<file path="config.mk">
export PLATFORM = sky130hd
export DESIGN_NAME = mm_result_streamer_flat
export DESIGN_NICKNAME = d
export VERILOG_FILES = /design/src/rtl/mm_pkg.sv /design/src/rtl/mm_result_streamer_if.sv /design/src/rtl/mm_rc_index_counter.sv /design/src/rtl/mm_result_streamer.sv /design/src/flat_wrapper.sv
export SDC_FILE = /design/constraint.sdc
export NUM_CORES = 1
export LEC_CHECK = 0
export BUFFER_PORTS_ARGS = -buffer_cell sky130_fd_sc_hd__buf_4
export CORE_MARGIN = 1
export CORE_UTILIZATION = 45
export CTS_BUF_LIST = sky130_fd_sc_hd__clkbuf_4 sky130_fd_sc_hd__clkbuf_8
export CTS_CLUSTER_DIAMETER = 30
export DETAILED_ROUTE_END_ITERATION = 12
export MAX_ROUTING_LAYER = met4
export PLACE_DENSITY_LB_ADDON = 0.25
export SETUP_SLACK_MARGIN = 0.5
export SYNTH_ARGS = -nofsm -noshare
export SYNTH_HDL_FRONTEND = slang
export SYNTH_SLANG_ARGS = --single-unit
</file>
<file path="constraint.sdc">
create_clock -name clk -period 50.3 [get_ports clk]
set_input_delay 10.06 -clock clk [delete_from_list [all_inputs] [get_ports clk]]
set_output_delay 10.06 -clock clk [all_outputs]
set_load 0.005 [all_outputs]
</file>
<file path="src/rtl/mm_pkg.sv">
// Shared constants, FSM encoding and index-width helper for the matrix-multiplier result path.
package mm_pkg;

  localparam int MM_DATA_WIDTH = 8;
  localparam int MM_M          = 8;
  localparam int MM_P          = 8;

  typedef enum logic [1:0] {
    ST_IDLE   = 2'd0,
    ST_STREAM = 2'd1,
    ST_CHKSUM = 2'd2
  } mm_state_e;

  // Index width for n entries; a single-entry dimension still gets one bit.
  function automatic int idx_width(input int n);
    if (n > 1) return $clog2(n);
    return 1;
  endfunction

endpackage

</file>
<file path="src/rtl/mm_result_streamer_if.sv">
// Result beat stream: one matrix element per beat with its row/column position.
interface mm_result_streamer_if #(
  parameter int DATA_WIDTH = 8,
  parameter int M          = 8,
  parameter int P          = 8
);

  localparam int ROW_W = mm_pkg::idx_width(M);
  localparam int COL_W = mm_pkg::idx_width(P);

  // A beat transfers on a rising clk edge where m_valid & m_ready. Once m_valid
  // is high, m_data/m_row/m_col/m_last hold and m_valid stays high until that
  // transfer; m_ready may toggle freely and never depends on m_valid.
  logic                  m_valid;
  logic                  m_ready;
  logic [DATA_WIDTH-1:0] m_data;
  logic [ROW_W-1:0]      m_row;
  logic [COL_W-1:0]      m_col;
  logic                  m_last;

  modport master (
    output m_valid, m_data, m_row, m_col, m_last,
    input  m_ready
  );

  modport slave (
    input  m_valid, m_data, m_row, m_col, m_last,
    output m_ready
  );

endinterface

</file>
<file path="src/rtl/mm_rc_index_counter.sv">
// Row-major row/column walker with enable, synchronous clear and a flag on the final position.
module mm_rc_index_counter
  import mm_pkg::*;
#(
  parameter int ROWS = MM_M,
  parameter int COLS = MM_P
) (
  input  logic                       clk,
  input  logic                       rst,
  input  logic                       clr,
  input  logic                       en,
  output logic [idx_width(ROWS)-1:0] row,
  output logic [idx_width(COLS)-1:0] col,
  output logic                       last
);

  localparam int ROW_W = idx_width(ROWS);
  localparam int COL_W = idx_width(COLS);

  logic row_end;
  logic col_end;

  assign row_end = (row == ROW_W'(ROWS - 1));
  assign col_end = (col == COL_W'(COLS - 1));
  assign last    = row_end & col_end;

  always_ff @(posedge clk) begin
    if (rst || clr) begin
      row <= '0;
      col <= '0;
    end else if (en) begin
      if (col_end) begin
        col <= '0;
        row <= row_end ? '0 : row + 1'b1;
      end else begin
        col <= col + 1'b1;
      end
    end
  end

endmodule

</file>
<file path="src/rtl/mm_result_streamer.sv">
// Snapshots the multiplier result on a done rise and streams it row-major, one element per beat.
// Optional trailing checksum beat: define MM_RESULT_STREAMER_CHECKSUM_EN.
module mm_result_streamer
  import mm_pkg::*;
#(
  parameter int DATA_WIDTH = MM_DATA_WIDTH,
  parameter int M          = MM_M,
  parameter int P          = MM_P
) (
  input  logic                         clk,
  input  logic                         rst,
  input  logic                         done_in,
  input  logic [M*P*DATA_WIDTH-1:0]    result_c,
  mm_result_streamer_if.master         m,
  output logic                         busy,
  output logic                         overrun,
  output mm_state_e                    state
);

  localparam int ROW_W = idx_width(M);
  localparam int COL_W = idx_width(P);

  mm_state_e             state_next;
  logic                  done_q;
  logic                  done_rise;
  logic                  valid;
  logic                  hs;
  logic                  capture;
  logic                  drop;
  logic                  cnt_en;
  logic                  cnt_clr;
  logic                  cnt_last;
  logic [ROW_W-1:0]      row;
  logic [COL_W-1:0]      col;
  logic [DATA_WIDTH-1:0] snap [M][P];
  logic [DATA_WIDTH-1:0] elem;

  assign done_rise = done_in & ~done_q;
  assign valid     = (state != ST_IDLE);
  assign hs        = valid & m.m_ready;
  assign elem      = snap[row][col];

  mm_rc_index_counter #(
    .ROWS (M),
    .COLS (P)
  ) u_index (
    .clk  (clk),
    .rst  (rst),
    .clr  (cnt_clr),
    .en   (cnt_en),
    .row  (row),
    .col  (col),
    .last (cnt_last)
  );

  always_ff @(posedge clk) begin
    if (rst) begin
      state  <= ST_IDLE;
      done_q <= 1'b0;
    end else begin
      state  <= state_next;
      done_q <= done_in;
    end
  end

  // A rise coinciding with the frame's final handshake is the only one accepted mid-frame.
  always_comb begin
    state_next = state;
    capture    = 1'b0;
    drop       = 1'b0;
    cnt_en     = 1'b0;
    cnt_clr    = 1'b0;
    case (state)
      ST_IDLE: begin
        if (done_rise) begin
          capture    = 1'b1;
          cnt_clr    = 1'b1;
          state_next = ST_STREAM;
        end
      end
      ST_STREAM: begin
        if (hs && cnt_last) begin
`ifdef MM_RESULT_STREAMER_CHECKSUM_EN
          state_next = ST_CHKSUM;
          drop       = done_rise;
`else
          cnt_clr = 1'b1;
          if (done_rise) capture = 1'b1;
          else           state_next = ST_IDLE;
`endif
        end else begin
          cnt_en = hs;
          drop   = done_rise;
        end
      end
`ifdef MM_RESULT_STREAMER_CHECKSUM_EN
      ST_CHKSUM: begin
        if (hs) begin
          cnt_clr = 1'b1;
          if (done_rise) begin
            capture    = 1'b1;
            state_next = ST_STREAM;
          end else begin
            state_next = ST_IDLE;
          end
        end else begin
          drop = done_rise;
        end
      end
`endif
      default: state_next = ST_IDLE;
    endcase
  end

  always_ff @(posedge clk) begin
    if (capture) begin
      for (int i = 0; i < M; i++) begin
        for (int j = 0; j < P; j++) begin
          snap[i][j] <= result_c[(i*P+j)*DATA_WIDTH +: DATA_WIDTH];
        end
      end
    end
  end

  always_ff @(posedge clk) begin
    if (rst)       overrun <= 1'b0;
    else if (drop) overrun <= 1'b1;
  end

`ifdef MM_RESULT_STREAMER_CHECKSUM_EN
  // Running sum of the elements already sent; complete when the checksum beat presents.
  logic [DATA_WIDTH-1:0] csum;

  always_ff @(posedge clk) begin
    if (rst || capture)                csum <= '0;
    else if (state == ST_STREAM && hs) csum <= csum + elem;
  end

  assign m.m_data = (state == ST_CHKSUM) ? csum : (valid ? elem : '0);
  assign m.m_last = (state == ST_CHKSUM);
`else
  assign m.m_data = valid ? elem : '0;
  assign m.m_last = (state == ST_STREAM) & cnt_last;
`endif

  assign m.m_valid = valid;
  assign m.m_row   = row;
  assign m.m_col   = col;
  assign busy      = valid;

endmodule

</file>
<file path="src/flat_wrapper.sv">
// flat-port wrapper written by rule: the top's interface ports become plain ports
module mm_result_streamer_flat import mm_pkg::*;
#(
  parameter int DATA_WIDTH = MM_DATA_WIDTH,
  parameter int M          = MM_M,
  parameter int P          = MM_P
)
  (clk, rst, done_in, result_c, busy, overrun, state, m_m_valid, m_m_data, m_m_row, m_m_col, m_m_last, m_m_ready);
  mm_result_streamer_if #(.DATA_WIDTH(DATA_WIDTH), .M(M), .P(P)) m_i ();
  input  logic clk;
  input  logic rst;
  input  logic done_in;
  input  logic [M*P*DATA_WIDTH-1:0] result_c;
  output logic busy;
  output logic overrun;
  output mm_state_e state;
  output wire logic [$bits(m_i.m_valid)-1:0] m_m_valid;
  output wire logic [$bits(m_i.m_data)-1:0] m_m_data;
  output wire logic [$bits(m_i.m_row)-1:0] m_m_row;
  output wire logic [$bits(m_i.m_col)-1:0] m_m_col;
  output wire logic [$bits(m_i.m_last)-1:0] m_m_last;
  input wire logic [$bits(m_i.m_ready)-1:0] m_m_ready;
  assign m_m_valid = m_i.m_valid;
  assign m_m_data = m_i.m_data;
  assign m_m_row = m_i.m_row;
  assign m_m_col = m_i.m_col;
  assign m_m_last = m_i.m_last;
  assign m_i.m_ready = m_m_ready;
  mm_result_streamer #(.DATA_WIDTH(DATA_WIDTH), .M(M), .P(P)) u_core (.clk(clk), .rst(rst), .done_in(done_in), .result_c(result_c), .m(m_i), .busy(busy), .overrun(overrun), .state(state));
endmodule
</file>
* Word level (Yosys, flattened, before mapping)
Memories as Yosys holds them, arrays and structs flattened. A register that Yosys moved wholly into a read port is not among the register bits.
Index checks and enable logic that the tools add are counted.
** Operators by class
- Muxes and demuxes :: 23
- $add $sub $neg :: 2
- Order comparisons :: 1
- Reductions and logical operators :: 6
- Equality and inequality tests :: 6
- Bitwise operators :: 6
** Operator list (number)
- $bmux W8 S3 :: 1
- $mux W8 :: 3
- $mux W3 :: 4
- $mux W1 :: 9
- $add A3 B1 Y3 const B :: 2
- $eq A3 B3 Y1 const B :: 2
- $mux W2 :: 3
- $and A1 B1 Y1 :: 4
- $ge A4 B4 Y1 const B :: 1
- $ne A2 B1 Y1 const B :: 2
- $not A3 Y4 :: 1
- $pmux W1 S2 :: 2
- $pmux W2 S2 :: 1
- $reduce_and A3 Y1 :: 1
- $eq A2 B1 Y1 const B :: 1
- $logic_not A2 Y1 :: 1
- $ne A2 B2 Y1 const B :: 1
- $reduce_and A2 Y1 :: 1
- $reduce_bool A2 Y1 :: 1
- $logic_and A1 B1 Y1 :: 1
- $logic_or A1 B1 Y1 :: 1
- $not A1 Y1 :: 1
** Storage, ports and cells
- Word-level logic and storage cells :: 50
- Output and inout port bits :: 20
- Bits in writable memories :: 512
- Input bits :: 516
- Register bits :: 10
- Memories kept :: 1
** Memory list
- u_core.snap :: words 8, width 64, rd ports 1, clocked after memory_dff 1, write ports 8, RTL line mm_result_streamer.sv:35 : logic [DATA_WIDTH-1:0] snap [M][P];

* Logic depth before layout (Yosys ltp)
Gate-level depths: netlist of run 1.
- Word-level depth :: 8
- Depth in mapped cells :: 8
- Gate-level depth less buffers :: 6

* Modules after synthesis
Synthesis of run 1 repeated with hierarchy kept, for this count alone.
** Unflattened totals
- Cells, all modules :: 889
- Area total of the unflattened synthesis :: 20051.7 µm²
** By module, submodules not included
- mm_result_streamer :: instances 1, area an instance 19736.4 µm², seq. area each 15434.8 µm², cells an instance 859
- mm_rc_index_counter :: instances 1, area an instance 315.3 µm², seq. area each 120.1 µm², cells an instance 30

* Worst setup path before layout of run 1
No wires, ideal clock.
- Path type :: in2reg
- Start point :: in done_in
- End point :: mem u_core.snap[0][0] in the netlist's numbering, enable pin
- Setup time :: 1452 ps
- Setup slack :: 16228 ps
- Stages :: 2
- Data arrival time :: 32620 ps
- Path buffers :: 0
- Required time :: 48848 ps
- Path through :: nor2b_1 nor2b_1
** RTL lines
- from (decl) :: RTL line flat_wrapper.sv:12 : input logic done_in;
- to (decl) :: RTL line mm_result_streamer.sv:35

==> results of run 1 <==
layer usage:
layer	routed length, um	global-route usage, %	up-vias
met5	0	-	-
li1	-	-	5021
met4	2094	11.91	0
met3	5557	9.869	121
met2	27830	39.78	540
met1	19650	28.22	5706
path summary, 6_finish.rpt:
| path | startpoint | end |
|---|---|---|
| min reg2reg | u_core.u_index.row[2] | flip-flop |
| max | flip-flop | m_m_data[6] |
| max reg2reg | u_core.u_index.col[0] | u_core.snap[0][58] |
| min | u_core.u_index.row[2] | flip-flop |
cell families (layout without fill, tap and decap cells):
kind of cell,after synthesis,after routing,synth area share [%]
adder cells (fa/ha/maj),4,4,0.2501
flip-flops,524,524,78.02
other,1,14,0.01874
buffers and inverters,50,746,1.475
multiplexers,163,163,16.18
AND/OR/NAND/NOR,78,78,1.838
XOR/XNOR,1,1,0.04377
AO/OA/AOI/OAI,65,65,2.176
power by group:
| group | leakage (uW) | total (uW) | switching, uW | internal (uW) |
|---|---|---|---|---|
| registers | 0.00492 | 515 | 6.25 | 509 |
| logic | 0.00368 | 60.9 | 25.9 | 35.0 |
| clock network | 0.00125 | 495 | 186 | 309 |
| total | 0.00985 | 1070 | 218 | 853 |
placed cells by master, fill, tap and decap left out, drive strengths merged, types with 2 or more instances in the layout:
master,n
clkbuf,131
nand2,27
diode,13
nand2b,3
clkinv,40
o21ai,7
nor2,15
or3,3
inv,3
a2111oi,2
a31oi,2
nor4,3
a22oi,14
nor3,2
o221ai,5
and2,2
clkinvlp,5
bufinv,17
mux2i,31
o22ai,4
ha,4
buf,550
a211oi,4
nand4,2
a21oi,18
a22o,3
dfxtp,12
nand3,11
mux4,128
edfxtp,512
mux2,4
nor2b,8
registers in the layout, summed over array words and instances, names as in the netlist, named ones only:
name                count
u_core.u_index.col      3
u_core.state            1
u_core.u_index.row      3
u_core.overrun          1
u_core.snap           512
u_core.done_q           1
per-stage QoR:
| step | setup slack (ps) | utilization (%) | instances |
|---|---|---|---|
| 2_1_floorplan | 16230 | - | 886 |
| 3_3_place_gp | 36050 | 56.65 | 1973 |
| 3_5_place_dp | 35910 | 56.65 | 1973 |
| 4_1_cts | 35990 | 62.26 | 2167 |
| 5_1_grt | 35650 | 62.33 | 2180 |
| 6_report | 36100 | 62.33 | 2180 |
critical path: cells and delay by family (launching register included):
family                 cells  cell delay [ps]
buffers and inverters      2             1020
AO/OA/AOI/OAI              2             1000
flip-flops                 1              840
multiplexers               2              500
layout make-up:
cell class | count | area (um^2) | share of cell area, %
diodes | 13 | 32.53 | 0.1201
clock buffers | 131 | 1684 | 6.217
clock inverters | 63 | 752.0 | 2.776
inverters | 2 | 7.507 | 0.02771
multi-input cells | 312 | 4111 | 15.18
flip-flops and latches | 524 | 15630 | 57.69
well taps | 585 | 732.0 | 2.702
repair buffers | 550 | 4141 | 15.29
==> flow_metrics.env, run 1 <==
export IMPL_outcome="finished clean"
export IMPL_io_buffers=534
export IMPL_clock_skew_ps=31.68
export IMPL_first_global_vias=12400
export IMPL_slew_headroom_pct=28.95
export IMPL_cts_tree="built"
export IMPL_worstPathCellList="buf_4 > mux4_2 > mux2i_1 > a221oi_1 > a22o_1 > buf_4"
export IMPL_worstSkewPairLatency_ps=690
export IMPL_yosys_top_cells_area="edfxtp_1, mux4_2, mux2i_1"
export IMPL_required_ps=40240
export IMPL_period_share_pct=28.23
export IMPL_p_total_uw=1071
export IMPL_drc=0
export IMPL_ys_ff_latch=524
export IMPL_p_per_area_mw_per_mm2=39.54
export IMPL_fp_dieArea_mm2=0.04532
export IMPL_setup_viol=0
export IMPL_viasPerCell=5.224
export IMPL_antenna_found_initial=13
export IMPL_yosys_top_cells_count="edfxtp_1, mux4_2, mux2i_1, nand2_1, a21oi_1"
export IMPL_postCtsSetupRepairBufs=0
export IMPL_tns_ps=0
export IMPL_tightest_slew_ps=1066
export IMPL_synth_seq_area_share_pct=78.02
export IMPL_place_area_mm2=0.02462
export IMPL_htreeDepth=3
export IMPL_hold_buffers=0
export IMPL_finalCriticalPeriod_ps=14200
export IMPL_core_area_mm2=0.04346
export IMPL_cts_resized_gates=0
export IMPL_chipHeight_um=212.9
export IMPL_synth_main_ff_cell="edfxtp_1"
export IMPL_worst_setup_path_start_kind="flip-flop"
export IMPL_dpl_hpwl_um=39830
export IMPL_cts_buffer_depth=3
export IMPL_ir_drop_mv=0.02801
export IMPL_syn_to_final_growth_pct=35.34
export IMPL_r2r_slack_ps=44900
export IMPL_start_util_pct=46.06
export IMPL_crit_slowest_cell="buf_4"
export IMPL_wl_um=55140
export IMPL_netlist_area_leader_share_pct=76.82
export IMPL_fin_nets=2016
export IMPL_clock_sinks=524
export IMPL_vias=11390
export IMPL_holdPathStages=2
export IMPL_clockRootBuffer="clkbuf_8"
export IMPL_cp_max_fo=50
export IMPL_die_w_um=212.9
export IMPL_rows=76
export IMPL_place_congestion=0.8402
export IMPL_synth_cell_types=41
export IMPL_critPathArrivalTime_ps=4140
export IMPL_layout_drive_gt1_share_pct=54.42
export IMPL_async_flop_share_pct=0
export IMPL_yosysMostFrequentCell="edfxtp_1"
export IMPL_end_kind="output pin"
export IMPL_ant_nets=0
export IMPL_cp_common_cell="buf_4"
export IMPL_slowest_delay_ps=890
export IMPL_synth_cells=886
export IMPL_ff2ff_path_depth=8
export IMPL_grt_pass1_wl_um=77180
export IMPL_grt_usage_pct=25.25
export IMPL_slew_viol_final=0
export IMPL_grt_overflow=0
export IMPL_crit_type="reg2out"
export IMPL_synth_edff_count=512
export IMPL_holdWs_ps=501.4
export IMPL_hold_violations=0
export IMPL_post_drt_wl_per_cell_um=25.29
export IMPL_synth_nets=1406
export IMPL_syn_cell_area_mm2=0.02001
export IMPL_cts_inserted_buffers=106
export IMPL_postSynthAreaPerCell_um2=22.59
export IMPL_dr_first_iter_drc_count=924
export IMPL_grt_max_degree=170
export IMPL_io_pins=536
export IMPL_max_freq_mhz=70.43
export IMPL_hold_path_class="reg2reg"
export IMPL_finish_instance_area_mm2=0.02709
export IMPL_drv_cap=0
export IMPL_p_leak_uw=0.009854
export IMPL_yosysWarnings=0
export IMPL_path_clk_slew_ps=50
export IMPL_fillers=3148
export IMPL_dr_pass1_iters=5
export IMPL_yosys_area_top_type="edfxtp_1"
export IMPL_rsz0062_at_grt="false"
(Power assumes the default switching activity.)
==> inputs of run 2 (changes only) <==
--- a/config.mk
+++ b/config.mk
@@ -5,6 +5,7 @@
 export SDC_FILE = /design/constraint.sdc
 export NUM_CORES = 1
 export LEC_CHECK = 0
+export ABC_AREA = 1
 export BUFFER_PORTS_ARGS = -buffer_cell sky130_fd_sc_hd__buf_4
 export CORE_MARGIN = 1
 export CORE_UTILIZATION = 45
==> constraint.sdc (replaced) <==
create_clock -name clk -period 13.9 [get_ports clk]
set_input_delay 2.78 -clock clk [delete_from_list [all_inputs] [get_ports clk]]
set_output_delay 2.78 -clock clk [all_outputs]
set_load 0.005 [all_outputs]
==> run 2 against run 1 <==
  * Flip-flop and latch count is the same
  * Clock skew is 9.6 ps lower
  * Total power increased to 3.7 times the previous value
  * Via count up 39%
  * Register-to-register slack worse by 36000 ps
  * Largest cell class unchanged
  * Worst setup slack got worse by 29000 ps
  * Final cell count grew 39%
  * Highest routed layer unchanged
==> flow_metrics.env, run 2 <==
export IMPL_outcome="finished clean"
export IMPL_cp_common_cell="nand3_1"
export IMPL_drc=0
export IMPL_slowest_delay_ps=750
export IMPL_ys_ff_latch=524
export IMPL_worstSkewPairLatency_ps=700
export IMPL_synth_nets=2287
export IMPL_synth_simple_area_share_pct=21.89
export IMPL_slew_viol_final=0
export IMPL_period_share_pct=48.90
export IMPL_clock_sinks=524
export IMPL_place_ws_ps=7388
export IMPL_largest_register_ffs=512
export IMPL_syn_to_final_growth_pct=32.07
export IMPL_setup_viol=0
export IMPL_p_per_area_mw_per_mm2=141.7
export IMPL_synth_top_family_by_area="simple AND/OR/NAND/NOR gates"
export IMPL_hold_buffers=0
export IMPL_yosys_top_cells_area="edfxtp_1, nand2_1, nand3_1"
export IMPL_die_w_um=219.2
export IMPL_io_pins=536
export IMPL_core_area_mm2=0.04656
export IMPL_yosys_area_top_type="edfxtp_1"
export IMPL_cts_buffer_depth=3
export IMPL_r2r_slack_ps=8610
export IMPL_required_ps=11120
export IMPL_synth_mux_area_share_pct=0
export IMPL_top_register="u_core.snap"
export IMPL_holdWs_ps=494.9
export IMPL_synth_xor_area_share_pct=0
export IMPL_rows=79
export IMPL_worstPathCellList="inv_8 > buf_4 > nand2_1 > nand3_1 > nand3_1 > nand2_1 > nand2_1 > nand3_1 > nand3_1 > a21oi_1 > buf_4"
export IMPL_fin_nets=2837
export IMPL_yosysWarnings=0
export IMPL_cp_max_fo=118
export IMPL_dr_pass1_iters=5
export IMPL_chipHeight_um=219.2
export IMPL_tns_ps=0
export IMPL_grt_overflow=0
export IMPL_post_drt_wl_per_cell_um=21.93
export IMPL_synth_edff_count=512
export IMPL_tightest_slew_ps=1281
export IMPL_fillers=3830
export IMPL_hold_path_class="reg2reg"
export IMPL_io_buffers=534
export IMPL_slew_headroom_pct=14.61
export IMPL_reg_top3="u_core.snap (512), u_core.u_index.col (3), u_core.u_index.row (3)"
export IMPL_first_global_vias=15650
export IMPL_crit_slowest_cell="buf_4"
export IMPL_start_util_pct=45.58
export IMPL_postCtsSetupRepairBufs=0
export IMPL_crit_type="reg2out"
export IMPL_cts_resized_gates=0
export IMPL_vias=15840
export IMPL_synth_cell_types=22
export IMPL_netlist_area_leader_share_pct=72.45
export IMPL_fp_dieArea_mm2=0.04803
export IMPL_cts_tree="built"
export IMPL_synth_main_ff_cell="edfxtp_1"
export IMPL_ir_drop_mv=0.1377
export IMPL_worst_setup_path_start_kind="flip-flop"
export IMPL_clock_skew_ps=22.10
export IMPL_place_congestion=0.8662
export IMPL_grt_pass1_wl_um=94360
export IMPL_dpl_hpwl_um=44720
export IMPL_finalCriticalPeriod_ps=6798
export IMPL_viasPerCell=5.216
export IMPL_wl_um=66580
export IMPL_final_core_util_pct=60.20
export IMPL_postSynthAreaPerCell_um2=12.01
export IMPL_critPathArrivalTime_ps=4020
export IMPL_synth_adder_area_share_pct=0.2358
export IMPL_fin_ws_ps=7102
export IMPL_grt_max_degree=209
export IMPL_yosys_top_cells_count="nand2_1, edfxtp_1, nand3_1, buf_2, buf_4"
export IMPL_dr_first_iter_drc_count=1279
export IMPL_clockRootBuffer="clkbuf_8"
export IMPL_hold_violations=0
export IMPL_cts_inserted_buffers=115
export IMPL_grt_usage_pct=28.10
export IMPL_p_leak_uw=0.01133
export IMPL_yosysMostFrequentCell="nand2_1"
export IMPL_synth_seq_area_share_pct=73.58
export IMPL_path_clk_slew_ps=60
export IMPL_async_flop_share_pct=0
export IMPL_final_common_cell="nand2_1"
export IMPL_synth_compound_area_share_pct=0.5483
export IMPL_dp_cells=2807
export IMPL_final_cell_count_no_fill=3036
export IMPL_max_freq_mhz=147.1
export IMPL_synth_cells=1767
export IMPL_ant_nets=0
export IMPL_drv_cap=0
export IMPL_layout_drive_gt1_share_pct=30.93
export IMPL_syn_cell_area_mm2=0.02122
export IMPL_end_kind="output pin"
export IMPL_rsz0062_at_grt="false"
export IMPL_htreeDepth=3
export IMPL_final_cell_mix="nand2_1, buf_4, edfxtp_1"
export IMPL_antenna_found_initial=9
## run 2: changes by cell type in the layout (fill, tap and decap cells not counted), sizes merged, moves of 4 or more
cell | before | now
nand2 | 27 | 646
nand3 | 11 | 434
mux4 | 128 | 0
mux2i | 31 | 0
a22oi | 14 | 0
clkinv | 40 | 53
clkinvlp | 5 | 16
nor2b | 8 | 0
inv | 3 | 10
o21ai | 7 | 0
o221ai | 5 | 0
mux2 | 4 | 0
nor2 | 15 | 11
o22ai | 4 | 0
## run 2: critical path, delay by kind of cell (launching register included)
family          cells  cell delay, ps
flops               1             550
compound gates      1             250
buf+inv             3            1540
simple gates        7             830
## run 2: layer usage
layer  vias up  global-route usage (%)  wire length, um
met5         -                       -                0
met4         0                   13.45             2507
met3       124                   8.482             6412
met2       783                   43.81            31990
met1      7539                   33.30            25670
li1       7389                       -                -
## run 2: final cells by class
cell class,count,area [um^2],share of cell area (%)
Clock inverter,84,855.8,3.054
Inverter,11,51.30,0.1830
Tap cell,607,759.5,2.710
Sequential cell,524,15630,55.76
Clock buffer,134,1738,6.201
Antenna cell,11,27.53,0.09822
Timing Repair Buffer,547,4144,14.79
Multi-Input combinational cell,1118,4822,17.21
## run 2: logic make-up (layout without fill, tap and decap cells)
kind of cell	after synthesis	after routing
compound gates	21	21
fa+ha+maj	4	4
buf+inv	125	776
flops	524	524
other cells	1	12
simple gates	1092	1092
## run 2: through the flow
step                      area [um^2]  total power (uW)
after floorplan                 21230              1992
after global placement          25400              2130
after detailed placement        25400              2137
after CTS                       28000              4001
after global routing            28020              4106
final                           28030              3971
## run 2: where the power goes
| group | total, uW | switching [uW] | internal, uW |
|---|---|---|---|
| Combinational | 235 | 115 | 119 |
| Clock | 1870 | 727 | 1140 |
| Sequential | 1870 | 26.7 | 1840 |
## run 2: path summary, 6_finish.rpt
check | end | depth (start not counted) | startpoint
worst max-delay path | m_m_data[4] | 11 | flip-flop
worst min-delay path | u_core.overrun | 2 | u_core.overrun
worst max register to register | u_core.snap[2][21] | 9 | u_core.u_index.col[0]
worst min register to register | u_core.overrun | 2 | u_core.overrun
==> inputs of run 3 (changes only) <==
==> constraint.sdc (replaced) <==
create_clock -name clk -period 7.1 [get_ports clk]
set_input_delay 1.42 -clock clk [delete_from_list [all_inputs] [get_ports clk]]
set_output_delay 1.42 -clock clk [all_outputs]
set_load 0.005 [all_outputs]
==> run 3 against run 2 <==
  * Sequential share of layout area about the same
  * Clock power up 92%
  * Highest routed layer unchanged
  * Utilization hardly changed
  * Worst hold slack improved by 3.2 ps
  * Cell area about the same
  * Largest power group unchanged
  * Flip-flop and latch count is the same
  * Critical path depth unchanged
  * Sequential power grew 96%
  * Via count increased by 0.39%
  * Wire length rose by 1.1%
  * Global-route usage grew 0.27 points
  * Total power is 94% higher
==> flow_metrics.env, run 3 (synthesis gave the netlist of run 2 again) <==
export IMPL_outcome="finished clean"
export IMPL_period_share_pct=74.22
export IMPL_crit_reg2reg_capture="u_core.snap[0][43]"
export IMPL_hold_path_class="reg2reg"
export IMPL_clockRootBuffer="clkbuf_8"
export IMPL_place_area_mm2=0.02547
export IMPL_viasPerCell=5.240
export IMPL_hold_violations=0
export IMPL_top_register="u_core.snap"
export IMPL_core_area_mm2=0.04656
export IMPL_clock_skew_ps=22.72
export IMPL_rows=79
export IMPL_vias=15900
export IMPL_htreeDepth=3
export IMPL_required_ps=5680
export IMPL_cp_max_fo=167
export IMPL_holdPathStages=2
export IMPL_finalCriticalPeriod_ps=5270
export IMPL_dr_first_iter_drc_count=1427
export IMPL_rsz0062_at_grt="false"
export IMPL_r2r_start="u_core.u_index.col[0]"
export IMPL_tightest_slew_ps=1257
export IMPL_critPathArrivalTime_ps=3850
export IMPL_fin_nets=2840
export IMPL_syn_to_final_growth_pct=32.13
export IMPL_finish_instance_area_mm2=0.02804
export IMPL_path_clk_slew_ps=50
export IMPL_chipHeight_um=219.2
export IMPL_place_congestion=0.8941
export IMPL_cts_resized_gates=0
export IMPL_min_from="u_core.overrun"
export IMPL_final_core_util_pct=60.22
export IMPL_start_util_pct=45.58
export IMPL_dr_pass1_iters=5
export IMPL_grt_max_degree=185
export IMPL_p_per_area_mw_per_mm2=275.2
export IMPL_crit_type="reg2out"
export IMPL_worstSkewPairLatency_ps=690
export IMPL_clock_sinks=524
export IMPL_drv_cap=0
export IMPL_holdWs_ps=498.1
export IMPL_io_buffers=534
export IMPL_reg_top3="u_core.snap (512), u_core.u_index.col (3), u_core.u_index.row (3)"
export IMPL_slew_headroom_pct=16.19
export IMPL_antenna_found_initial=7
export IMPL_end_kind="output pin"
export IMPL_max_freq_mhz=189.8
export IMPL_first_global_vias=16020
export IMPL_dp_cells=2813
export IMPL_fp_dieArea_mm2=0.04803
export IMPL_p_leak_uw=0.01137
export IMPL_grt_pass1_wl_um=95970
export IMPL_cts_buffer_depth=3
export IMPL_drc=0
export IMPL_largest_register_ffs=512
export IMPL_io_pins=536
export IMPL_final_cell_count_no_fill=3034
export IMPL_r2r_slack_ps=3700
export IMPL_cts_tree="built"
export IMPL_slew_viol_final=0
export IMPL_ant_nets=0
export IMPL_cts_inserted_buffers=112
export IMPL_grt_usage_pct=28.36
export IMPL_setup_viol=0
export IMPL_ir_drop_mv=0.3091
export IMPL_grt_overflow=0
export IMPL_ff2ff_path_depth=8
export IMPL_min_to="u_core.overrun"
export IMPL_final_cell_mix="nand2_1, buf_4, edfxtp_1"
export IMPL_die_w_um=219.2
export IMPL_wl_um=67320
export IMPL_final_common_cell="nand2_1"
export IMPL_worst_setup_path_start_kind="flip-flop"
export IMPL_dpl_hpwl_um=45870
export IMPL_hold_buffers=0
export IMPL_post_drt_wl_per_cell_um=22.19
export IMPL_postCtsSetupRepairBufs=0
export IMPL_layout_drive_gt1_share_pct=31.54
run 3: how the worst max path moves through the flow:
stage | cells past startpoint | startpoint | end | slack, ps
after floorplan | 4 | m_m_ready | u_core.snap[0][0] | -2570
after global placement | 10 | flip-flop | m_m_data[1] | 2610
after detailed placement | 11 | flip-flop | m_m_data[1] | 2590
after CTS | 11 | flip-flop | m_m_data[1] | 1830
after global routing | 11 | flip-flop | m_m_data[4] | 1580
final | 11 | flip-flop | m_m_data[4] | 1830
run 3: cell type report:
cell class	count	area, um^2
clock inverter	75	775.7
timing repair buffer	553	4189
sequential	524	15630
clock buffer	138	1768
antenna	8	20.02
multi-input combinational	1118	4847
inverter	11	51.30
fill	3774	18520
tap	607	759.5
run 3: power by group:
part / internal (uW) / switching (uW)
Combinational: 235 / 233
Clock: 2180 / 1420
Sequential: 3610 / 47.1
run 3: per-stage QoR:
stage	TNS (ps)	total power [uW]	worst slack [ps]
3_3_place_gp	0	4174	2609
4_1_cts	0	7771	1830
5_1_grt	0	7964	1583
2_1_floorplan	-1316130	3901	-2571
6_report	0	7717	1830
3_5_place_dp	0	4187	2591
run 3: per-layer routing:
layer | global-route usage [%] | wire [um] | up-vias
met1 | 35.27 | 26790 | 7625
met5 | - | 0 | -
met2 | 43.36 | 32030 | 764
met3 | 8.385 | 6199 | 128
met4 | 11.67 | 2305 | 0
li1 | - | - | 7380
run 3: worst max-delay path: stages (launching register included):
cell and delay, ps:
dfxtp_4 370, inv_8 680, buf_4 560, nand2_1 100
nand3_1 100, nand3_1 150, nand2_1 150, nand2_1 130
nand3_1 260, nand3_1 110, a21oi_1 260, buf_4 180
